## config.mk

```make
export PLATFORM = sky130hd
export DESIGN_NAME = pps_generator_flat
export DESIGN_NICKNAME = d
export VERILOG_FILES = /design/src/rtl/pps_generator_if.sv /design/src/rtl/pps_generator.sv /design/src/flat_wrapper.sv
export SDC_FILE = /design/constraint.sdc
export NUM_CORES = 1
export LEC_CHECK = 0
export BUFFER_PORTS_ARGS = -buffer_cell sky130_fd_sc_hd__buf_4
export CAP_MARGIN = 25
export CORE_MARGIN = 2
export CORE_UTILIZATION = 62
export DETAILED_ROUTE_END_ITERATION = 7
export HOLD_SLACK_MARGIN = 0.08
export PLACE_DENSITY = 0.87
export SETUP_SLACK_MARGIN = 0.3
export SLEW_MARGIN = 15
export SYNTH_ARGS = -nofsm -noshare
export SYNTH_HDL_FRONTEND = slang
export SYNTH_SLANG_ARGS = --single-unit
export TNS_END_PERCENT = 50
```

## constraint.sdc

```tcl
create_clock -name clk -period 14.6 [get_ports clk]
set_clock_uncertainty 0.2 [all_clocks]
set_input_delay 2.19 -clock clk [delete_from_list [all_inputs] [get_ports clk]]
set_output_delay 2.19 -clock clk [all_outputs]
set_load 0.03 [all_outputs]
```

## src/rtl/pps_generator_if.sv

```systemverilog
// Control, configuration and status bundle of the local 1PPS generator.
interface pps_generator_if;
  logic        enable;
  logic [31:0] cfg_phase;
  logic [31:0] cfg_pulse_width;
  logic [1:0]  cfg_sync_mode;
  logic        sync_arm;
  logic        sync_in;
  logic        tod_load;
  logic [31:0] tod_value;
  logic        err_clear;
  logic        pps_out;
  logic [31:0] sub_sec;
  logic [31:0] seconds;
  logic        irq_second;
  logic        stat_locked;
  logic        stat_sync_err;

  modport master (
    output enable, cfg_phase, cfg_pulse_width, cfg_sync_mode, sync_arm, sync_in,
           tod_load, tod_value, err_clear,
    input  pps_out, sub_sec, seconds, irq_second, stat_locked, stat_sync_err
  );

  modport slave (
    input  enable, cfg_phase, cfg_pulse_width, cfg_sync_mode, sync_arm, sync_in,
           tod_load, tod_value, err_clear,
    output pps_out, sub_sec, seconds, irq_second, stat_locked, stat_sync_err
  );
endinterface

```

## src/rtl/pps_generator.sv

```systemverilog
// Local 1PPS transmitter: sub-second tick counter, seconds/TOD counter, phase/width
// programmable output and an IDLE/ARMED/LOCKED alignment FSM with holdover.
module pps_generator #(
  parameter int unsigned C_CLOCK_FREQUENCY = 125000000,
  parameter int unsigned C_MISS_LIMIT      = 2
) (
  input logic       clk,
  input logic       rst,
  pps_generator_if.slave bus
);
  localparam int unsigned F      = C_CLOCK_FREQUENCY;
  localparam int          W      = $clog2(F);
  localparam int          MW     = $clog2(C_MISS_LIMIT + 1);
  localparam int unsigned LAST_I = F - 1;
  localparam int unsigned HALF_I = F / 2;
  localparam logic [W-1:0]  LAST  = LAST_I[W-1:0];
  localparam logic [W-1:0]  HALF  = HALF_I[W-1:0];
  localparam logic [W-1:0]  F_W   = F[W-1:0];
  localparam logic [MW-1:0] LIMIT = C_MISS_LIMIT[MW-1:0];

  typedef enum logic [1:0] {IDLE, ARMED, LOCKED} state_t;

  state_t         state;
  logic [W-1:0]   sub_cnt, phase_act, width_act, offset;
  logic [31:0]    sec_cnt, tod_val;
  logic [MW-1:0]  miss_cnt, miss_next;
  logic           tod_pend, seen_sync, locked, sync_err, pps, irq;
  logic           align_mode, accept, realign, wrap, boundary, count_inc, lock_lost;

  function automatic logic [W-1:0] clamp_phase(input logic [31:0] v);
    return (v >= F) ? LAST : v[W-1:0];
  endfunction

  function automatic logic [W-1:0] clamp_width(input logic [31:0] v);
    if (v == '0)     return W'(1);
    else if (v >= F) return LAST;
    else             return v[W-1:0];
  endfunction

  assign align_mode = (bus.cfg_sync_mode == 2'd1) || (bus.cfg_sync_mode == 2'd2);
  assign accept     = bus.sync_in && align_mode &&
                      (state == ARMED || (state == LOCKED && bus.cfg_sync_mode == 2'd2));
  assign realign    = accept && (sub_cnt != '0);
  assign wrap       = (sub_cnt == LAST);
  assign boundary   = wrap || realign;
  // A late reference (second half) means the natural wrap has not counted this second yet.
  assign count_inc  = realign ? (sub_cnt >= HALF) : wrap;
  assign miss_next  = miss_cnt + 1'b1;
  assign lock_lost  = boundary && state == LOCKED && bus.cfg_sync_mode == 2'd2 &&
                      !accept && !seen_sync && (miss_next >= LIMIT);

  // (sub_cnt - phase_act) mod F, computed mod 2^W; the +F term keeps it in 0..F-1.
  assign offset = sub_cnt - phase_act + ((sub_cnt < phase_act) ? F_W : '0);

  always_ff @(posedge clk) begin
    if (rst) begin
      sub_cnt   <= '0;
      sec_cnt   <= '0;
      pps       <= 1'b0;
      irq       <= 1'b0;
      sync_err  <= 1'b0;
      tod_pend  <= 1'b0;
      tod_val   <= '0;
      phase_act <= clamp_phase(bus.cfg_phase);
      width_act <= clamp_width(bus.cfg_pulse_width);
    end else begin
      irq <= 1'b0;
      pps <= bus.enable && (offset < width_act);

      if (realign)   sub_cnt <= W'(1);
      else if (wrap) sub_cnt <= '0;
      else           sub_cnt <= sub_cnt + 1'b1;

      if (boundary) begin
        phase_act <= clamp_phase(bus.cfg_phase);
        width_act <= clamp_width(bus.cfg_pulse_width);
        if (tod_pend) begin
          sec_cnt <= tod_val;
          irq     <= 1'b1;
        end else if (count_inc) begin
          sec_cnt <= sec_cnt + 1'b1;
          irq     <= 1'b1;
        end
      end

      // A load on a boundary cycle stays pending for the following boundary.
      if (bus.tod_load) begin
        tod_pend <= 1'b1;
        tod_val  <= bus.tod_value;
      end else if (boundary) begin
        tod_pend <= 1'b0;
      end

      if (bus.err_clear)               sync_err <= 1'b0;
      else if (realign || lock_lost)   sync_err <= 1'b1;
    end
  end

  always_ff @(posedge clk) begin
    if (rst) begin
      state     <= IDLE;
      locked    <= 1'b0;
      miss_cnt  <= '0;
      seen_sync <= 1'b0;
    end else begin
      if (!align_mode) begin
        state  <= IDLE;
        locked <= 1'b0;
      end else if (bus.sync_arm) begin
        state  <= ARMED;
        locked <= 1'b0;
      end else if (state == ARMED && accept) begin
        state  <= LOCKED;
        locked <= 1'b1;
      end else if (lock_lost) begin
        state  <= ARMED;
        locked <= 1'b0;
      end

      // seen_sync: a reference inside the current second; a boundary-making one starts a new second.
      if (lock_lost) begin
        miss_cnt  <= '0;
        seen_sync <= 1'b0;
      end else if (state != LOCKED || bus.cfg_sync_mode != 2'd2) begin
        miss_cnt  <= '0;
        seen_sync <= accept && !boundary;
      end else if (boundary) begin
        seen_sync <= 1'b0;
        miss_cnt  <= (accept || seen_sync) ? '0 : miss_next;
      end else if (accept) begin
        seen_sync <= 1'b1;
        miss_cnt  <= '0;
      end
    end
  end

  assign bus.pps_out       = pps;
  assign bus.sub_sec       = {{(32-W){1'b0}}, sub_cnt};
  assign bus.seconds       = sec_cnt;
  assign bus.irq_second    = irq;
  assign bus.stat_locked   = locked;
  assign bus.stat_sync_err = sync_err;
endmodule
```

## src/flat_wrapper.sv

```systemverilog
// flat-port wrapper written by rule: the top's interface ports become plain ports
module pps_generator_flat 
#(
  parameter int unsigned C_CLOCK_FREQUENCY = 125000000,
  parameter int unsigned C_MISS_LIMIT      = 2
)
  (clk, rst, bus_enable, bus_cfg_phase, bus_cfg_pulse_width, bus_cfg_sync_mode, bus_sync_arm, bus_sync_in, bus_tod_load, bus_tod_value, bus_err_clear, bus_pps_out, bus_sub_sec, bus_seconds, bus_irq_second, bus_stat_locked, bus_stat_sync_err);
  pps_generator_if bus_i ();
  input logic clk;
  input logic rst;
  input wire logic [$bits(bus_i.enable)-1:0] bus_enable;
  input wire logic [$bits(bus_i.cfg_phase)-1:0] bus_cfg_phase;
  input wire logic [$bits(bus_i.cfg_pulse_width)-1:0] bus_cfg_pulse_width;
  input wire logic [$bits(bus_i.cfg_sync_mode)-1:0] bus_cfg_sync_mode;
  input wire logic [$bits(bus_i.sync_arm)-1:0] bus_sync_arm;
  input wire logic [$bits(bus_i.sync_in)-1:0] bus_sync_in;
  input wire logic [$bits(bus_i.tod_load)-1:0] bus_tod_load;
  input wire logic [$bits(bus_i.tod_value)-1:0] bus_tod_value;
  input wire logic [$bits(bus_i.err_clear)-1:0] bus_err_clear;
  output wire logic [$bits(bus_i.pps_out)-1:0] bus_pps_out;
  output wire logic [$bits(bus_i.sub_sec)-1:0] bus_sub_sec;
  output wire logic [$bits(bus_i.seconds)-1:0] bus_seconds;
  output wire logic [$bits(bus_i.irq_second)-1:0] bus_irq_second;
  output wire logic [$bits(bus_i.stat_locked)-1:0] bus_stat_locked;
  output wire logic [$bits(bus_i.stat_sync_err)-1:0] bus_stat_sync_err;
  assign bus_i.enable = bus_enable;
  assign bus_i.cfg_phase = bus_cfg_phase;
  assign bus_i.cfg_pulse_width = bus_cfg_pulse_width;
  assign bus_i.cfg_sync_mode = bus_cfg_sync_mode;
  assign bus_i.sync_arm = bus_sync_arm;
  assign bus_i.sync_in = bus_sync_in;
  assign bus_i.tod_load = bus_tod_load;
  assign bus_i.tod_value = bus_tod_value;
  assign bus_i.err_clear = bus_err_clear;
  assign bus_pps_out = bus_i.pps_out;
  assign bus_sub_sec = bus_i.sub_sec;
  assign bus_seconds = bus_i.seconds;
  assign bus_irq_second = bus_i.irq_second;
  assign bus_stat_locked = bus_i.stat_locked;
  assign bus_stat_sync_err = bus_i.stat_sync_err;
  pps_generator #(.C_CLOCK_FREQUENCY(C_CLOCK_FREQUENCY), .C_MISS_LIMIT(C_MISS_LIMIT)) u_core (.clk(clk), .rst(rst), .bus(bus_i));
endmodule
```

==> Word level (Yosys, flattened, before mapping) <==
Index checks and enable logic that the tools add are counted.
{ "totals": {"wordCells": 101, "inputBits": 105, "latch_bits": 0, "mem_count": 0, "ram_bits": 0, "romBits": 0, "ff_bits": 155} }
{ "classes": {"bitwise_logic": 2, "magnitude_cmp": 6, "div_mod_pow": 0, "addsub": 5, "shifts": 0, "n_reduce_logical": 38, "mul": 0, "n_eq_ne": 7, "mux": 28} }
{ "ops": {"columns": ["cell", "count"], "rows": [
  ["2-to-1 mux 27 bit", 8],
  ["greater-or-equal comparator 32 x 27 -> 1 bit, second input constant", 2],
  ["2-to-1 mux 32 bit", 2],
  ["< comparator 27 bit", 2],
  ["adder 32 x 1 -> 32 bit, second input constant", 1],
  ["zero test 32 bit", 1],
  ["adder 27 x 1 -> 27 bit, second input constant", 1],
  ["adder 27 bit", 1],
  ["== test 27 bit, second input constant", 1],
  ["greater-or-equal comparator 27 x 26 -> 1 bit, second input constant", 1],
  ["nonzero test 27 bit", 1],
  ["subtractor 27 bit", 1],
  ["2-to-1 mux 1 bit", 13],
  ["logical AND 1 bit", 12],
  ["2-to-1 mux 2 bit", 5],
  ["nonzero test 2 bit", 5],
  ["OR reduction 3 bit", 3],
  ["OR reduction 2 bit", 4],
  ["logical OR 1 bit", 6],
  ["nonzero test 3 bit", 2],
  ["== test 2 x 1 -> 1 bit, second input constant", 2],
  ["== test 2 bit, second input constant", 2],
  ["!= test 2 bit, second input constant", 2],
  ["zero test 1 bit", 3],
  ["other kinds (4)", 5]
]} }

==> Longest topological paths before layout <==
{ "logic_depth": {"ltp_word": 14, "mapped_depth": 28, "ltp_nobuf": 28} }

==> Worst setup path before layout <==
Ideal clock, no wire load.
{ "synth_timing": {"kind": "register to register", "startpoint": "reg u_core.sub_cnt[10]", "endpoint": "reg u_core.pps, in the netlist u_core.bus.pps_out", "setup_time_ps": 70, "stages_incl_launch_ff": 24, "period_less_slack_ps": 6540, "path_buffers": 0, "path_slack_ps": 8060, "t_arrival_ps": 6270, "required_time_ps": 14330, "path_cell_list": "dfxtp_1 > ha_1 > nand3_1 > or4_1 > o21ai_0 > o21ai_0 > a21oi_1 > fa_1 > inv_1 > ha_1 > a2111oi_0 > a21oi_1 > a21o_1 > a21oi_1 > xnor2_1 > ha_1 > a21o_1 > a21o_1 > a21o_1 > a21o_1 > a21oi_1 > o21ai_0 > or4b_2 > a21oi_1"} }
{ "synth_via": {"elab_chain_cells": 5} }
{ "synth_rtl": {"columns": ["item", "line_no", "source"], "rows": [
  ["from (decl)", "pps_generator.sv:24", "logic [W-1:0] sub_cnt, phase_act, width_act, offset;"],
  ["from (signal assigned)", "pps_generator.sv:72", "else sub_cnt <= sub_cnt + 1'b1;"],
  ["< comparator 27 bit", "pps_generator.sv:53", "assign offset = sub_cnt - phase_act + ((sub_cnt < phase_act) ? F_W : '0);"],
  ["2-to-1 mux 27 bit", "pps_generator.sv:53", null],
  ["adder 27 bit *", "pps_generator.sv:53", null],
  ["< comparator 27 bit *", "pps_generator.sv:68", "pps <= bus.enable && (offset < width_act);"],
  ["logical AND 1 bit *", "pps_generator.sv:68", null],
  ["to (signal assigned)", "pps_generator.sv:68", null],
  ["to (decl)", "pps_generator.sv:27", "logic tod_pend, seen_sync, locked, sync_err, pps, irq;"]
]} }
Mark *: on every way between the ends. The rest lies on a longest branch, timed or not.
A chain may end at the register's enable or synchronous reset.

==> Final worst setup path <==
{ "layout_timing": {"startpoint": "reg u_core.sub_cnt[1]", "endpoint": "reg u_core.pps, in the netlist u_core.bus.pps_out"} }
Same word-level chain as after synthesis.

==> flow_summary.json <==
{
  "fillerInstances": 1168,
  "syn_avg_cell_area_um2": 8.90,
  "antenna_found_initial": 0,
  "hold_viol_final": 0,
  "maxSlewViolCount": 0,
  "final_cells": 1496,
  "crit_type": "register to register",
  "intPower_mw": 0.745,
  "drcViolationCount": 0,
  "grt_pass1_wl_um": 39900,
  "design_area_um2": 11900,
  "placed_area_um2": 11300,
  "ys_warn_count": 0,
  "async_reset_ff_frac": 0,
  "r2r_cells": 25,
  "dieHeight_um": 130,
  "post-route-min-period_ns": 6.79,
  "dieWidth_um": 130,
  "grt_usage": 0.297,
  "fin_nets": 1470,
  "hold_buffers": 0,
  "ctsResizeCount": 0,
  "dpl.hpwl_um": 18200,
  "ys_seq_elements": 154,
  "swShare": 0.263,
  "dr.pass1.iters": 5,
  "power_density_nw_per_um2": 85.2,
  "crit_path_max_incr_delay_ns": 0.63,
  "p_leak_nw": 5.29,
  "diodes": 0,
  "hold_depth": 2,
  "place.gp.congestion": 0.897,
  "slew_headroom": 0.311,
  "critPathTopFamily": "compound AO/OA/AOI/OAI gates",
  "postCtsSetupBuffers": 0,
  "cts-root-buf": "clkbuf_16",
  "startpoint_type": "register",
  "drtIter0Drc": 745,
  "required_ns": 14.77,
  "net-switching-power_mw": 0.266,
  "cp_slowest_cell": "or4b_2",
  "grt_overflow_total": 0,
  "clkPwrFrac": 0.438,
  "worstMarginPinSlew_ns": 1.03,
  "die_area_um2": 17000,
  "ant_nets": 0,
  "path_depth": 25,
  "clkTransAtPathRegs_ns": 0.07,
  "power_frac_seq": 0.454,
  "setup_tns_ns": 0,
  "rsz0062_at_grt": "no",
  "synth_edf_count": 54,
  "cts_tree": "yes",
  "routed.top_layer": "met4",
  "placementRows": 46,
  "grt_max_degree": 82,
  "met3_length_um": 1780,
  "wl_met2_um": 12400,
  "syn-cell-area_um2": 9910,
  "outcome": "complete, no violations",
  "numCtsBuffers": 17,
  "clkSinkCount": 154,
  "area_delta_synth_final_pct": 19.8,
  "drt_wl_total_um": 25300,
  "dp_cells": 1464,
  "drive_gt1_frac": 0.181,
  "vias": 8838,
  "endpoint_kind": "register",
  "start_util": 0.628,
  "io_buffers": 167,
  "ir_worst_vdd_mv": 0.0843,
  "cts_max_path_buffers": 2,
  "synth_ff_type": "dfxtp_1",
  "routedWlPerCell_um": 16.9,
  "synthDistinctLibCells": 66,
  "pwr-share-comb": 0.108,
  "io_pins": 173,
  "path_buf_inv": 2,
  "grt_pass1_vias": 8412,
  "maxCapViolations": 0,
  "htreeDepth": 4,
  "yosysSeqAreaShare": 0.366,
  "worst_hold_path_type": "register to register",
  "final_core_util": 0.752,
  "setup_viol": 0,
  "cp.arrival_ns": 6.95,
  "fmax_ghz": 0.147,
  "fin_crit_sh": 0.465,
  "syn_inst": 1113,
  "drt-met1-wl_um": 10700,
  "drt-vias-per-instance": 5.91,
  "path_max_fanout": 13,
  "clock_latency_ns": 0.44,
  "core_area_um2": 15800
}
[sequential cells by signal (all words and copies together), names as in the netlist, 2 cells and up]
name,count
u_core.miss_cnt,2
u_core.width_act,27
u_core.tod_val,32
u_core.phase_act,27
u_core.bus.seconds,32
u_core.sub_cnt,27
[layer usage]
layer,vias up,GRT usage
li1,4247,-
met1,4213,0.387
met2,335,0.497
met3,43,0.0656
met4,0,0.0939
met5,-,0
[stage by stage]
stage	worst slack (ns)	power (mW)	hold WS [ns]
after floorplan	8.06	0.533	0.255
after global placement	8.22	0.572	0.260
after detailed placement	8.08	0.575	0.259
after CTS	7.90	1.01	0.268
after global routing	7.43	1.04	0.297
final	7.81	1.01	0.269
[kinds of logic after synthesis]
logic type | count (synthesis) | synth area share
XOR/XNOR | 48 | 0.0424
AND/OR/NAND/NOR | 382 | 0.199
AO/OA/AOI/OAI | 241 | 0.156
multiplexers | 38 | 0.0384
flip-flops | 154 | 0.366
adder cells (fa/ha/maj) | 98 | 0.136
other | 1 | 0.000379
buffers and inverters | 151 | 0.0624
[power by group through the flow]
stage | Sequential [mW] | Combinational [mW] | Clock [mW]
floorplan | 0.470 | 0.0629 | 0
CTS | 0.459 | 0.108 | 0.447
detailed placement | 0.469 | 0.106 | 0
global route | 0.460 | 0.119 | 0.464
finish | 0.460 | 0.109 | 0.443
global placement | 0.469 | 0.103 | 0
[layout make-up]
class	instances	area [um^2]	share of cell area
timing repair buffer	172	1290	0.109
sequential	154	3620	0.305
inverter	110	413	0.0348
tap	216	270	0.0228
multi-input combinational	812	5690	0.479
clock buffer	18	429	0.0362
clock inverter	14	153	0.0129
[synthesized netlist by cell type (all sizes together) (2+ instances only)]
master | number | share of area
nor3 | 21 | 0.012
or3 | 22 | 0.014
a211o | 2 | 0.0018
a31oi | 2 | 0.0013
mux2i | 38 | 0.038
nand3b | 4 | 0.0030
a22o | 2 | 0.0018
o21bai | 7 | 0.0053
a31o | 3 | 0.0027
a211oi | 20 | 0.015
and3 | 9 | 0.0057
fa | 16 | 0.032
inv | 110 | 0.042
or2 | 15 | 0.0095
a21boi | 2 | 0.0015
a311oi | 4 | 0.0035
nand4 | 22 | 0.014
dfxtp | 100 | 0.20
o41ai | 3 | 0.0027
nand2 | 60 | 0.023
edfxtp | 54 | 0.16
o31ai | 5 | 0.0048
o22ai | 4 | 0.0025
o21a | 6 | 0.0045
and2 | 21 | 0.013
and4 | 7 | 0.0062
a21oi | 73 | 0.037
or4 | 8 | 0.0068
nor2 | 111 | 0.042
nor4 | 11 | 0.0069
nand2b | 30 | 0.019
a21o | 24 | 0.018
a2111oi | 4 | 0.0035
o21ai | 54 | 0.028
xnor2 | 35 | 0.031
a22oi | 13 | 0.0099
ha | 82 | 0.10
xor2 | 13 | 0.011
nand3 | 34 | 0.018
buf | 16 | 0.011
nor2b | 3 | 0.0019
o211ai | 2 | 0.0015
clkbuf | 25 | 0.0095
a2bb2oi | 4 | 0.0035
[tightest hold or removal path, stage by stage (launching register included)]
cell	delay, ns
dfxtp_1	0.32
inv_1	0.05
a311oi_1	0.06
[placed cells by master (no fill, tap or decap), drive strengths merged, types with 18 or more instances in the layout]
cell type,instances
o21ai,54
nor2,111
a21oi,73
edfxtp,54
nor3,21
inv,119
nand2b,30
mux2i,38
a211oi,20
and2,21
buf,172
xnor2,35
a21o,24
nand2,60
nand3,34
ha,82
or3,22
dfxtp,100
nand4,22
clkbuf,18
[path summary, 6_finish.rpt]
kind / from / slack (ns) / endpoint
hold / removal: u_core.bus.stat_sync_err / 0.27 / u_core.bus.stat_sync_err
hold reg to reg: u_core.bus.stat_sync_err / 0.27 / u_core.bus.stat_sync_err
setup / recovery: u_core.sub_cnt[1] / 7.81 / u_core.bus.pps_out
setup reg to reg: u_core.sub_cnt[1] / 7.81 / u_core.bus.pps_out
(Power assumes the default switching activity.)
